$ cat src/rtl/fp16_to_fp8_quantizer.sv
// Two-stage valid/ready pipeline that re-quantizes four FP16 lanes per beat to FP8 (E4M3 or E5M2) with RNE.
// Define FP8Q_SATURATE_EN to clamp overflow and inf to the max finite value instead of inf/NaN.
module fp16_to_fp8_quantizer (
    input  logic        clk,
    input  logic        rst,
    input  logic        in_valid,
    output logic        in_ready,
    input  logic        e5m2mode,
    input  logic [63:0] h,
    output logic        out_valid,
    input  logic        out_ready,
    output logic [31:0] vec,
    output logic [3:0]  of_flags
);

`ifdef FP8Q_SATURATE_EN
    localparam logic SATURATE = 1'b1;
`else
    localparam logic SATURATE = 1'b0;
`endif

    localparam logic [1:0] CLS_ZERO = 2'd0;
    localparam logic [1:0] CLS_NORM = 2'd1;
    localparam logic [1:0] CLS_INF  = 2'd2;
    localparam logic [1:0] CLS_NAN  = 2'd3;

    localparam logic [6:0] E4M3_MAX = 7'h7E;
    localparam logic [6:0] E5M2_MAX = 7'h7B;
    localparam logic [6:0] E5M2_INF = 7'h7C;
    localparam logic [6:0] FP8_NAN  = 7'h7F;

    typedef struct packed {
        logic        sign;
        logic [4:0]  e16;
        logic [10:0] sig;
        logic [1:0]  cls;
    } lane_t;

    typedef struct packed {
        logic       ovf;
        logic [7:0] code;
    } q_t;

    function automatic lane_t unpack_lane(input logic [15:0] x);
        lane_t l;
        l.sign = x[15];
        l.e16  = x[14:10];
        l.sig  = {x[14:10] != 5'd0, x[9:0]};
        if (x[14:10] == 5'h1F)
            l.cls = (x[9:0] != 10'd0) ? CLS_NAN : CLS_INF;
        else if (x[14:10] == 5'd0)
            l.cls = CLS_ZERO;
        else
            l.cls = CLS_NORM;
        return l;
    endfunction

    function automatic logic [6:0] overflow_code(input logic e5);
        if (SATURATE)
            return e5 ? E5M2_MAX : E4M3_MAX;
        return e5 ? E5M2_INF : FP8_NAN;
    endfunction

    // E5M2 shares the FP16 exponent, so the top byte rounded on the low byte is the answer.
    function automatic q_t quant_e5m2(input lane_t l);
        logic       up;
        logic [7:0] mag;
        q_t         q;
        up     = l.sig[7] & (l.sig[8] | (|l.sig[6:0]));
        mag    = {1'b0, l.e16, l.sig[9:8]} + 8'(up);
        q.ovf  = 1'b0;
        q.code = {l.sign, mag[6:0]};
        if (l.cls == CLS_NAN) begin
            q.code = {l.sign, FP8_NAN};
        end else if (l.cls == CLS_INF || mag >= 8'h7C) begin
            q.ovf  = 1'b1;
            q.code = {l.sign, overflow_code(1'b1)};
        end
        return q;
    endfunction

    function automatic q_t quant_e4m3(input lane_t l);
        logic [4:0]  e8;
        logic [4:0]  sh;
        logic [13:0] ext;
        logic        up;
        logic [7:0]  mag;
        q_t          q;
        e8  = l.e16 - 5'd8;
        sh  = 5'd9 - l.e16;
        // Four guard bits below the significand keep every shifted-out bit for the sticky term.
        ext = 14'({l.sig, 4'b0000} >> sh);
        up  = 1'b0;
        mag = 8'd0;
        if (l.e16 >= 5'd9) begin
            up  = l.sig[6] & (l.sig[7] | (|l.sig[5:0]));
            mag = {e8, l.sig[9:7]} + 8'(up);
        end else if (l.e16 >= 5'd5) begin
            up  = ext[10] & (ext[11] | (|ext[9:0]));
            mag = {5'd0, ext[13:11]} + 8'(up);
        end
        q.ovf  = 1'b0;
        q.code = {l.sign, mag[6:0]};
        if (l.cls == CLS_NAN) begin
            q.code = {l.sign, FP8_NAN};
        end else if (l.cls == CLS_INF || mag > {1'b0, E4M3_MAX}) begin
            q.ovf  = 1'b1;
            q.code = {l.sign, overflow_code(1'b0)};
        end
        return q;
    endfunction

    lane_t [3:0] s1_lane;
    logic        s1_mode;
    logic        s1_full;
    logic        s2_full;
    logic        in_fire;
    logic        s2_load;
    logic [31:0] q_vec;
    logic [3:0]  q_of;
    q_t          q_lane;

    assign s2_load   = s1_full && (!s2_full || out_ready);
    assign in_ready  = !s1_full || !s2_full || out_ready;
    assign in_fire   = in_valid && in_ready;
    assign out_valid = s2_full;

    always_ff @(posedge clk) begin
        if (rst) begin
            s1_full <= 1'b0;
            s2_full <= 1'b0;
        end else begin
            s1_full <= in_fire || (s1_full && !s2_load);
            s2_full <= s2_load || (s2_full && !out_ready);
        end
    end

    // NOTE: stage-1 payload is qualified by s1_full, so it carries no reset and only loads on a transfer.
    always_ff @(posedge clk) begin
        if (in_fire) begin
            s1_mode <= e5m2mode;
            for (int i = 0; i < 4; i++)
                s1_lane[i] <= unpack_lane(h[16*i +: 16]);
        end
    end

    always_comb begin
        q_vec  = '0;
        q_of   = '0;
        q_lane = '0;
        for (int i = 0; i < 4; i++) begin
            q_lane = s1_mode ? quant_e5m2(s1_lane[i]) : quant_e4m3(s1_lane[i]);
            q_vec[8*i +: 8] = q_lane.code;
            q_of[i]         = q_lane.ovf;
        end
    end

    always_ff @(posedge clk) begin
        if (rst) begin
            vec      <= '0;
            of_flags <= '0;
        end else if (s2_load) begin
            vec      <= q_vec;
            of_flags <= q_of;
        end
    end

endmodule
$ cat config.mk
export PLATFORM = sky130hd
export DESIGN_NAME = fp16_to_fp8_quantizer
export DESIGN_NICKNAME = d
export VERILOG_FILES = /design/src/rtl/fp16_to_fp8_quantizer.sv
export SDC_FILE = /design/constraint.sdc
export NUM_CORES = 1
export LEC_CHECK = 0
export CORE_MARGIN = 10
export CORE_UTILIZATION = 50
export DETAILED_ROUTE_END_ITERATION = 8
export HOLD_SLACK_MARGIN = 0.08
export MAX_ROUTING_LAYER = met4
export PLACE_DENSITY = 0.74
export RECOVER_POWER = 25
export SLEW_MARGIN = 40
export SYNTH_ARGS = -nofsm -noshare
export SYNTH_HDL_FRONTEND = slang
export SYNTH_SLANG_ARGS = --single-unit
$ cat constraint.sdc
create_clock -name clk -period 6.7 [get_ports clk]
set_clock_uncertainty 0.05 [all_clocks]
set_input_delay 1.675 -clock clk [delete_from_list [all_inputs] [get_ports clk]]
set_output_delay 1.675 -clock clk [all_outputs]
set_load 0.01 [all_outputs]
==> results of run 1 <==
[layer usage]
metal	vias to the layer above	wire, um
met5	-	0
met4	0	332
met3	30	900
met2	209	9275
met1	3187	9322
li1	3404	-
[cell type report]
cell class / count / area (um^2) / area share
flip-flops and latches: 115 / 3073 / 0.3174
clock buffers: 19 / 432.9 / 0.04471
well taps: 211 / 264.0 / 0.02727
repair buffers: 112 / 1134 / 0.1171
clock inverters: 13 / 117.6 / 0.01215
inverters: 34 / 132.6 / 0.01370
multi-input cells: 670 / 4528 / 0.4677
[cells by family (layout without fill, tap and decap cells)]
group / Yosys count / after routing / share of synthesized area
AND/OR/NAND/NOR: 338 / 338 / 0.2139
AO/OA/AOI/OAI: 204 / 204 / 0.1798
flip-flops: 115 / 115 / 0.3881
buffers and inverters: 83 / 178 / 0.04235
XOR/XNOR: 56 / 56 / 0.06194
adder cells (fa/ha/maj): 40 / 40 / 0.06320
multiplexers: 32 / 32 / 0.05072
[path summary, 6_finish.rpt]
| check | to | slack [ps] |
|---|---|---|
| setup reg to reg | vec[22]$_SDFFE_PP0P_ | 2920 |
| hold reg to reg | vec[7]$_SDFFE_PP0P_ | 420 |
| hold / removal | vec[7]$_SDFFE_PP0P_ | 420 |
| setup / recovery | in_ready | 1750 |
[state kept, by name (all words and copies together), names as in the netlist]
| register | count |
|---|---|
| s1_mode | 1 |
| vec | 32 |
| out_valid | 1 |
| s1_lane | 76 |
| s1_full | 1 |
| of_flags | 4 |
[power by group]
group	leakage, nW	switching, mW	internal (mW)
Sequential	1.05	0.0559	0.804
Combinational	2.24	0.183	0.167
Clock	0.262	0.316	0.537
[worst max-delay path, cell delays in order]
cell and delay (ps):
clkdlybuf4s50_1 410, nor2b_1 370, nand2_1 230, clkdlybuf4s50_1 540
[cell usage after synthesis, types with 11 or more instances]
master,count,area [um^2]
mux2i_1,21,210.2
nand3_1,28,140.1
nand4_1,18,112.6
nor3_1,22,110.1
and2_1,11,68.82
nor2_1,79,296.5
a211oi_1,16,120.1
dfxtp_1,38,760.7
inv_1,32,120.1
o21ai_0,38,190.2
or4_1,13,97.59
nor2b_1,14,87.58
nand2b_1,18,112.6
a21oi_1,35,175.2
xor2_1,14,122.6
ha_1,40,500.5
nor4_1,11,68.82
clkbuf_1,36,135.1
xnor2_1,42,367.9
edfxtp_1,77,2312
a31oi_1,19,118.9
nand2_1,87,326.6
==> results.cfg, run 1 <==
[run_status]
status = finished clean

[worst_setup_path]
path_max_fanout = 5
crit_path_start = out_ready
critPathRequiredTime_ps = 4970
end_kind = output pin
crit_type = primary input to output pin
rr_worst_depth = 9
critical_path_arrival_ps = 3220
startpoint_type = primary input
timing.rr.start = s1_lane[52]$_DFFE_PP_

[clocking]
postCtsHoldBufs = 0
cts_buffers = 17
cts_tree = yes
htreeDepth = 4
cts_root_buffer = clkbuf_16
clk_latency_ps = 420
clock_sinks = 115
clockBufferDepth = 2
post_cts.repair.setup_buffers = 0
cts_resized = 0
clkTransAtPathRegs_ps = 50

[place]
port_buffers = 106
place_area_um2 = 9086
place_inst = 1139
place_congestion = 0.9087
post-dp-hpwl_um = 14580
dp_slack_ps = 1778

[hold_path]
hold_class = flop to flop
hold_depth = 2
min_from = vec[7]$_SDFFE_PP0P_

[cells_and_area]
num_antenna_cells = 0
mostFrequentLayoutCell = nand2_1
stdcell_area_um2 = 9682
nFillCells = 1282
layout.cells.non_filler = 1174
area_growth_pct = 22.26
final_cell_mix = 87 x nand2_1, 79 x nor2_1, 77 x edfxtp_1
drive_gt1_frac = 0.06127
nets = 1059
fin_util = 0.6299

[logic_synthesis]
syn_nets = 977
netlist_instances = 868
synth_area_um2 = 7919
synth_edf_count = 77
synth_seq_area_share = 0.3881
syn_area_per_cell_um2 = 9.123
yosys_warnings = 0
synth-seq-cells = 115
synth_cell_type_count = 70
synthFlopType = edfxtp_1
async_flop_share = 0

[sta]
slew_viol_final = 0
worst_pin_slew_ps = 852.4
setup_ws_ps = 1754
relSlewSlack = 0.4170
hold_viol_final = 0
setup_viol = 0
tns_ps = 0
rsz0062_at_grt = no
fin_hold_ws_ps = 415.5
min_period_over_period = 0.7383
fin_crit_ps = 4946
fmax_mhz = 202.2

[floorplan]
coreArea_um2 = 15370
fp.dieW_um = 145.8
dieHeight_um = 145.8
die_area_um2 = 21270
rows = 45
start_util = 0.5152
io_pins = 107

[detailed_routing]
finalWirelength_um = 19830
drtIter0Drc = 584
drt_pre_antenna_iters = 5
drc = 0
ant_nets = 0
dr_total_vias = 6830
drt-vias-per-instance = 5.818
avgRoutedWirePerCell_um = 16.89

[pwr]
power.density_nw_per_um2 = 213.1
power_mw = 2.063
ir_worst_vdd_mv = 0.1908
p_leak_nw = 3.550

[global_routing]
grt_pass1_vias = 6443
grt_max_degree = 44
grt.met2_usage = 0.2955
grt_pass1_wl_um = 32800
track_usage = 0.1890
busiest_layer = met2
grt_overflow = 0
grt_use_met1 = 0.2413
grtUsageMet3 = 0.03632
antenna_found_initial = 0

[flow_run]
drv_cap = 0
(Power assumes the default switching activity.)
==> inputs of run 2 (changes only) <==
clock period = 4.97 ns   (was 6.7 ns; I/O delays follow)
==> run 2 against run 1 <==
Compared with the run above: combinational power rose by 34%; clock-buffer cell count rose by 9; wire length rose by 1.9%; worst setup slack got worse by 840 ps; flip-flop and latch count did not move; critical path type unchanged.
==> results.cfg, run 2 (synthesis gave the netlist of run 1 again) <==
[clocking]
clk_latency_ps = 420
htreeDepth = 4
cts_resized = 0
post_cts.repair.setup_buffers = 0
postCtsHoldBufs = 0
clkTransAtPathRegs_ps = 50
clockBufferDepth = 2
clock_sinks = 115
cts_root_buffer = clkbuf_16
cts_buffers = 17
cts_tree = yes

[cells_and_area]
max_flop_register = s1_lane
area_growth_pct = 22.17
drive_gt1_frac = 0.06127
mostFrequentLayoutCell = nand2_1
final_cell_mix = 87 x nand2_1, 79 x nor2_1, 77 x edfxtp_1
largest_register_ffs = 76
num_antenna_cells = 0
reg.largest.list = s1_lane: 76 flops, vec: 32 flops, of_flags: 4 flops
nets = 1059

[worst_setup_path]
end_kind = output pin
crit_type = primary input to output pin
crit_buf_inv = 2
slowest_stage = clkdlybuf4s50_1
cp_top_family = buffers and inverters
critPathRequiredTime_ps = 3680
path_common_cell = clkdlybuf4s50_1
path_max_fanout = 5
startpoint_type = primary input
critPathMaxStageDelay_ps = 540
crit_path_cell_trace = clkdlybuf4s50_1, nor2b_1, nand2_1, clkdlybuf4s50_1
critical_path_arrival_ps = 2770

[place]
port_buffers = 106
post-dp-hpwl_um = 14780
place_congestion = 0.9205

[sta]
rsz0062_at_grt = no
tns_ps = 0
min_period_over_period = 0.8170
slew_viol_final = 0
setup_viol = 0
hold_viol_final = 0
fin_crit_ps = 4060
fin_hold_ws_ps = 417.5
relSlewSlack = 0.4499
fmax_mhz = 246.3
worst_pin_slew_ps = 802.2

[detailed_routing]
drt-vias-per-instance = 5.905
avgRoutedWirePerCell_um = 17.21
drc = 0
drtIter0Drc = 715
dr_total_vias = 6933
finalWirelength_um = 20210
ant_nets = 0
drt_pre_antenna_iters = 5

[floorplan]
coreArea_um2 = 15370
die_area_um2 = 21270
dieHeight_um = 145.8
start_util = 0.5152
rows = 45
fp.dieW_um = 145.8
io_pins = 107

[pwr]
p_leak_nw = 3.568
ir_worst_vdd_mv = 0.2306
power.density_nw_per_um2 = 287.0
power_mw = 2.776

[global_routing]
track_usage = 0.1930
grt_pass1_vias = 6718
grt_max_degree = 41
antenna_found_initial = 0
grt_pass1_wl_um = 33630
grt_overflow = 0

[flow_run]
drv_cap = 0

[hold_path]
hold_class = flop to flop

[run_status]
status = finished clean
-- run 2: cell count changes in the layout (fill, tap and decap cells not counted), sizes merged --
cell,before,now
buf,6,7
bufinv,2,0
clkbuf,19,28
clkdlybuf4s50,49,48
clkinv,9,5
clkinvlp,3,0
-- run 2: worst paths after layout --
path                                            start             endpoint  slack, ps  depth (start not counted)
worst min register to register    vec[7]$_SDFFE_PP0P_  vec[7]$_SDFFE_PP0P_        420                          2
worst min-delay path              vec[7]$_SDFFE_PP0P_  vec[7]$_SDFFE_PP0P_        420                          2
worst max register to register  s1_lane[14]$_DFFE_PP_  vec[2]$_SDFFE_PP0P_       1430                         14
worst max-delay path                        out_ready             in_ready        910                          4
-- run 2: per-layer routing --
metal	GRT usage	wire length (um)	up-vias
met5	-	0	-
met4	0.07027	386	0
met3	0.04005	1112	32
met2	0.3005	9550	244
met1	0.2427	9156	3248
li1	-	-	3409
-- run 2: worst register-to-register path, cell delays in order (launching register included) --
cell and delay, ps:
edfxtp_1 310, buf_4 270, inv_1 160, ha_1 430, a21oi_1 220, o221ai_1 170
nand3b_1 210, inv_1 70, ha_1 150, inv_1 40, a311o_1 300, mux2_2 300
a2111oi_2 340, o211ai_2 200, a41oi_1 240
-- run 2: cell type report --
class,count,area (um^2)
timing repair buffer,112,1121
multi-input combinational,670,4524
fill,1285,5697
clock inverter,4,20.02
clock buffer,28,539.3
inverter,34,132.6
sequential,115,3073
tap,211,264.0
-- run 2: metrics by stage --
| stage | setup slack [ps] | instance area [um^2] | util | std cells |
|---|---|---|---|---|
| finish | 909.7 | 9674 | 0.6294 | 1174 |
| CTS | 890.2 | 9656 | 0.6282 | 1173 |
| floorplan | 1211 | 7919 | - | 868 |
| global route | 790.8 | 9674 | 0.6294 | 1174 |
| global placement | 893.9 | 9081 | 0.5908 | 1140 |
| detailed placement | 904.3 | 9096 | 0.5918 | 1141 |
-- run 2: power by group --
| group | internal [mW] | total, mW | leakage, nW | switching, mW |
|---|---|---|---|---|
| logic | 0.224 | 0.469 | 2.24 | 0.245 |
| clock network | 0.732 | 1.14 | 0.278 | 0.413 |
| registers | 1.08 | 1.16 | 1.05 | 0.0785 |
| total | 2.04 | 2.78 | 3.57 | 0.736 |
